**src/rtl/mem_port_arbiter.sv**
```systemverilog
// ============================================================================
// Module   : mem_port_arbiter
// Purpose  : Fetch/data port arbiter over one single-port memory, LED MMIO page.
//            Optional ARB_ROUND_ROBIN_EN: round-robin ties (else data wins).
// Revision : 1.0  initial release
// ============================================================================
`default_nettype none

module mem_port_arbiter #(
   parameter logic [7:0] MMIO_PAGE = 8'h7f
) (
   input  logic        clk,
   input  logic        rst_n,
   input  logic        i_req,
   input  logic [15:0] i_addr,
   output logic [15:0] i_rdata,
   output logic        i_ack,
   input  logic        d_req,
   input  logic [15:0] d_addr,
   input  logic [1:0]  d_we,
   input  logic [15:0] d_wdata,
   output logic [15:0] d_rdata,
   output logic        d_ack,
   output logic        m_en,
   output logic [14:0] m_addr,
   output logic [1:0]  m_we,
   output logic [15:0] m_wdata,
   input  logic [15:0] m_rdata,
   output logic [15:0] led
);

   localparam logic [1:0] ST_IDLE   = 2'd0;
   localparam logic [1:0] ST_ACCESS = 2'd1;
   localparam logic [1:0] ST_RESP   = 2'd2;

   logic [1:0]  state, state_next;
   logic        port_d;
   logic [14:0] waddr;
   logic [1:0]  we_q;
   logic [15:0] wdata_q;
   logic        grant_d, load, load_d;
   logic        is_mmio, led_sel;
   logic [15:0] resp_data;

`ifdef ARB_ROUND_ROBIN_EN
   logic        last_d;
`endif

   assign is_mmio = (waddr[14:7] == MMIO_PAGE);
   assign led_sel = is_mmio && (waddr[6:0] == 7'd0);

   // Tie-break in IDLE; in RESP the other port is taken without arbitration.
   always_comb begin
`ifdef ARB_ROUND_ROBIN_EN
      grant_d = d_req & (~i_req | ~last_d);
`else
      grant_d = d_req;
`endif
      load   = 1'b0;
      load_d = 1'b0;
      case (state)
         ST_IDLE: begin
            load   = i_req | d_req;
            load_d = grant_d;
         end
         ST_RESP: begin
            load_d = ~port_d;
            load   = port_d ? i_req : d_req;
         end
         default: ;
      endcase
   end

   always_ff @(posedge clk or negedge rst_n) begin
      if (!rst_n) state <= ST_IDLE;
      else        state <= state_next;
   end

   always_comb begin
      state_next = ST_IDLE;
      case (state)
         ST_IDLE:   state_next = load ? ST_ACCESS : ST_IDLE;
         ST_ACCESS: state_next = ST_RESP;
         ST_RESP:   state_next = load ? ST_ACCESS : ST_IDLE;
         default:   state_next = ST_IDLE;
      endcase
   end

   always_ff @(posedge clk or negedge rst_n) begin
      if (!rst_n) begin
         port_d  <= 1'b0;
         waddr   <= 15'd0;
         we_q    <= 2'b00;
         wdata_q <= 16'h0000;
      end else if (load) begin
         port_d  <= load_d;
         waddr   <= load_d ? d_addr[15:1] : i_addr[15:1];
         we_q    <= load_d ? d_we : 2'b00;
         wdata_q <= load_d ? d_wdata : 16'h0000;
      end
   end

`ifdef ARB_ROUND_ROBIN_EN
   // Reset value "data last" hands the first tie to the fetch port.
   always_ff @(posedge clk or negedge rst_n) begin
      if (!rst_n)    last_d <= 1'b1;
      else if (load) last_d <= load_d;
   end
`endif

   always_ff @(posedge clk or negedge rst_n) begin
      if (!rst_n) begin
         led <= 16'h0000;
      end else if (state == ST_ACCESS && port_d && led_sel) begin
         if (we_q[0]) led[15:8] <= wdata_q[15:8];
         if (we_q[1]) led[7:0]  <= wdata_q[7:0];
      end
   end

   always_comb begin
      m_en    = (state == ST_ACCESS) && !is_mmio;
      m_addr  = waddr;
      m_we    = m_en ? we_q : 2'b00;
      m_wdata = wdata_q;

      resp_data = 16'h0000;
      if (we_q == 2'b00) begin
         if (!is_mmio)              resp_data = m_rdata;
         else if (port_d && led_sel) resp_data = led;
      end

      i_ack   = (state == ST_RESP) && !port_d;
      d_ack   = (state == ST_RESP) && port_d;
      i_rdata = i_ack ? resp_data : 16'h0000;
      d_rdata = d_ack ? resp_data : 16'h0000;
   end

endmodule

`default_nettype wire
```
**config.mk**
```make
export PLATFORM = sky130hd
export DESIGN_NAME = mem_port_arbiter
export DESIGN_NICKNAME = d
export VERILOG_FILES = /design/src/rtl/mem_port_arbiter.sv
export SDC_FILE = /design/constraint.sdc
export NUM_CORES = 1
export LEC_CHECK = 0
export CORE_MARGIN = 2
export CORE_UTILIZATION = 33
export DETAILED_ROUTE_END_ITERATION = 8
export GPL_TIMING_DRIVEN = 0
export PLACE_DENSITY_LB_ADDON = 0.1
export SLEW_MARGIN = 25
export SYNTH_ARGS = -nofsm -noshare
export SYNTH_HDL_FRONTEND = slang
export SYNTH_SLANG_ARGS = --single-unit
```
**constraint.sdc**
```tcl
create_clock -name clk -period 2.01 [get_ports clk]
set_input_delay 0.3015 -clock clk [delete_from_list [all_inputs] [get_ports clk]]
set_output_delay 0.3015 -clock clk [all_outputs]
set_load 0.02 [all_outputs]
```
Word level (Yosys, flattened, before mapping). Cells that the tools add are included.

Equal/unequal tests: 3. Mux-type cells: 14. Bitwise gates (word level): 2. Reductions and logical operators: 15.

Operators by type and width (number): two-way mux 16 bit (6); two-way mux 15 bit (1); equality test 8 x 7 -> 1 bit, second input constant (1); logical AND 1 bit (7); logical NOT 7 bit (1); logical NOT 2 bit (2); two-way mux 2 bit (2); case mux 1 bit (2 select lines) (2); case mux 2 bit (2 select lines) (1); AND reduction 2 bit (2); equality test 2 x 1 -> 1 bit, second input constant (1); equality test 2 bit, second input constant (1); logical NOT 1 bit (2); two-way mux 1 bit (2); OR reduction 2 bit (1); NOT 1 bit (1); OR 1 bit (1).

Bits in registers: 52. Bits of input ports: 70. Output and inout port bits: 84. Logic and storage cells: 41.

Longest topological paths before layout.
Word-level depth: 7. Gate-level depth with buffers: 7. Mapped depth without buffers: 4.

Least setup slack after synthesis. Ideal clock, no wire load.

Path kind: reg-to-output. Start: reg waddr[5], in the netlist m_addr[5]. End: out i_rdata[6]. Arrival: 2.196 ns. Data required time: 1.709 ns. Path slack: -0.488 ns. Stages on the path, launching flop included: 6. Path buffers: 1. Cell sequence: dfrtp_1 or4b_4 nor4_4 buf_2 a22oi_1 nor2_1.

Word-level cells in the longest chain between the ends: 7.

Ends and longest elaborated chain: start, declared (line 38) `logic [14:0] waddr;`; start signal, assigned (line 97) `waddr <= load_d ? d_addr[15:1] : i_addr[15:1];`; logical NOT 7 bit (line 50) `assign led_sel = is_mmio && (waddr[6:0] == 7'd0);`; logical AND 1 bit (line 50); logical AND 1 bit (line 129) `else if (port_d && led_sel) resp_data = led;`; two-way mux 16 bit (line 129); two-way mux 16 bit (line 128) `if (!is_mmio) resp_data = m_rdata;`; two-way mux 16 bit (line 127) `if (we_q == 2'b00) begin`; two-way mux 16 bit (line 134) `i_rdata = i_ack ? resp_data : 16'h0000;`; end, declared (line 16) `output logic [15:0] i_rdata,`.

Every way passes these cells.

Worst setup path after layout.
Start: reg waddr[3], in the netlist m_addr[3]. End: out d_rdata[15].

Word-level cells in the longest chain between the ends: 7.

Ends and longest elaborated chain: logical NOT 7 bit (line 50); logical AND 1 bit (line 50); logical AND 1 bit (line 129); two-way mux 16 bit (line 129); two-way mux 16 bit (line 128); two-way mux 16 bit (line 127); two-way mux 16 bit (line 135) `d_rdata = d_ack ? resp_data : 16'h0000;`; end, declared (line 22) `output logic [15:0] d_rdata,`.

Every way passes these cells.

==> impl_results.md <==
* Max cap viols at 0
* Initial Util at 0.338
* Failing checks: setup timing
* R2R Setup Slk at -0.29 ns
* Slew HR at 0.560
* Critical Path RT at 1.71 ns
* Critical path endpoint category: primary output
* Largest net degree at the start of global routing at 53
* Final Util at 0.651
* Routed length per instance at 16.2 µm
* Final period util at 1.20
* Most frequent cells in the layout: 113 x clkdlybuf4s50_1, 51 x dfrtp_1, 37 x buf_6, 20 x nor2_4, 18 x a22o_1
* Area growth syn-to-layout at 92.7%
* Routed WL at 7.98 mm
* Worst EP arrival at 2.11 ns
* CTS tree: yes
* FF-to-FF Start: m_addr[3]$_DFFE_PN0P_
* DP Cell Count at 472
* Synth unique cells at 30
* Mapped Cells at 222
* Share of layout cells above drive strength 1 at 0.365
* Critical path destination: d_rdata[15]
* Die area at 0.00809 mm²
* RSZ-0062 raised after global routing: true
* Status: finished with violations
* Bufs on Longest Clock Path at 2
* Number of vias per cell at 4.92
* Non-filler instance count after layout at 491
* Total iterations of the first detailed-routing run at 4
* Post-Synthesis Net Count at 292
* Final Slew Violations at 0
* Final Hold Fails at 0
* Kind of critical path: register to primary output
* Seq. cell area at 0.00130 mm²
* Worst vdd ir at 0.642 mV
* GPL Wtd Cong at 0.720
* Slew @ Worst Pin at 0.660 ns
* Area of the multi-input gates at 0.00136 mm²
* Post-Syn Area at 0.00244 mm²
* Hold Worst Slack at 0.00309 ns
* FF+latch count, synth at 52
* Initial antenna violation count at 0
* Placement Cell Area at 0.00433 mm²
* P per Cell Area at 1120 mW/mm²
* Leak Pwr at 0.00203 µW
* R2R Path End: led[15]$_DFFE_PN0P_
* Post-synthesis area per instance at 11.0 µm²
* Total gr overflow at 0
* IO buf count at 151
* Overall routing resource usage at 0.202
* Die Height at 89.9 µm
* Sequential-to-total area share from yosys stat at 0.534
* Startpoint types: register
* Initial drt markers at 49
* Core area at 0.00721 mm²
* # IOs at 154
* Final setup margin at -0.406 ns
* Final critical path time including I/O delays and setup at 2.42 ns
* Vias in the first global route at 2,459
* Post-DP HPWL at 5.66 mm
* Clock Latency Late Sink at 0.31 ns
* Skew final at 0.0116 ns
* Final Instance Area at 0.00469 mm²
* CTS Buf Count at 5
* Critical Path Start: m_addr[3]$_DFFE_PN0P_
* Drc violations at 0
* First-pass GRT wire length at 12.9 mm
* Clk slew on worst S/H paths at 0.10 ns
* # setup viols final at 50
* Fmax at 414 MHz
* Die W at 89.9 µm
* Most common cell after layout, fill and taps aside: clkdlybuf4s50_1
* Worst R2R Path Depth at 8
* Filler cells at 608
* Hold-fix buffers, CTS at 0
* Crit path max fanout at 5
* Site Rows at 31
* Via Count at 2,416
* Clk sinks at 52
* CTS H-tree depth at 2
* Hold Crit Class: input pin to asynchronous set/reset pin
* N_diodes at 0
* Routed Antenna Nets at 0
* Root buf cell: clkbuf_8
* Yosys warning total at 0
* Fin nets at 462
-- stage by stage --
step	total power [µW]	setup WS, ns	setup TNS (ns)
floorplan	3170	-0.315	-11.56
global placement	4420	-1.11	-91.83
detailed placement	4450	-1.09	-44.05
CTS	5240	-0.421	-16.19
global route	5580	-0.500	-20.57
finish	5250	-0.406	-16.30
-- repair_timing --
item                                   CTS  global route
pin swaps                               23            18
gates resized for setup                227            20
setup buffers                            8             4
gates cloned                             2             0
setup endpoints to repair               60            70
endpoints found under the hold margin    0             0
-- flip-flops by register name (all words and copies together), names as in the netlist --
name	cells
led	16
m_wdata	16
m_addr	15
state	2
we_q	2
port_d	1
-- area by class of cell --
type                            count  area share
Timing Repair Buffer              165       0.360
Multi-Input combinational cell    152       0.290
Sequential cell                    52       0.277
Tap cell                           99      0.0264
Buffer                             14      0.0243
Clock buffer                        7      0.0205
Inverter                            2     0.00160
-- critical path, stage by stage, from the launching register on --
cell	delay [ns]
dfrtp_1	0.39
or4_4	0.55
nor4_4	0.23
buf_6	0.16
buf_8	0.13
a22oi_2	0.10
nor2_4	0.12
buf_6	0.12
-- cell usage after synthesis --
library cell	n	area [µm²]
nor2_1	34	128
nor3_1	1	5.00
and2_1	2	12.5
o21ai_0	15	75.1
a22o_1	18	158
o221ai_1	1	8.76
or4b_4	1	13.8
mux2_1	4	45.0
nand4_1	1	6.26
a21boi_0	1	7.51
nor4_4	1	21.3
mux2i_1	15	150
or2_2	1	6.26
mux2_2	12	135
nand2b_1	3	18.8
buf_2	2	10.0
or4_1	1	7.51
a21oi_1	1	5.00
o21a_1	1	7.51
dfrtp_1	52	1300
a21o_1	1	7.51
buf_1	2	7.51
nand4b_1	1	8.76
inv_1	2	7.51
buf_4	1	7.51
a22oi_1	16	120
nand2_1	16	60.1
and3_1	3	18.8
nand3_4	2	35.0
clkbuf_1	11	41.3
-- worst min path at each step --
stage                             end  slack (ns)  cells after the start
4_1_cts            led[5]$_DFFE_PN0P_        0.04                      1
2_1_floorplan      led[0]$_DFFE_PN0P_       0.006                      0
3_3_place_gp   m_addr[11]$_DFFE_PN0P_        0.49                      2
3_5_place_dp       led[5]$_DFFE_PN0P_        0.38                      1
6_report           led[5]$_DFFE_PN0P_       0.003                      1
5_1_grt            led[5]$_DFFE_PN0P_        0.07                      1
-- power breakdown --
| group | internal (µW) | total [µW] | switching (µW) |
|---|---|---|---|
| clock | 307 | 641 | 333 |
| combinational | 1440 | 2910 | 1470 |
| sequential | 1410 | 1700 | 298 |
| total | 3150 | 5250 | 2110 |
-- cells by family after synthesis --
family	after synthesis	share of synthesized area
AND/OR/NAND/NOR	67	0.140
AO/OA/AOI/OAI	54	0.160
buffers and inverters	18	0.0303
multiplexers	31	0.136
flip-flops	52	0.534
-- routing by layer --
metal / GRT usage / wire, µm / vias to the layer above
met2: 0.353 / 4090 / 97
li1: - / - / 1136
met4: 0.0500 / 77 / 0
met3: 0.0511 / 549 / 6
met1: 0.252 / 3260 / 1177
met5: 0 / 0 / -
Note: power is estimated with default switching activity, not from simulation.
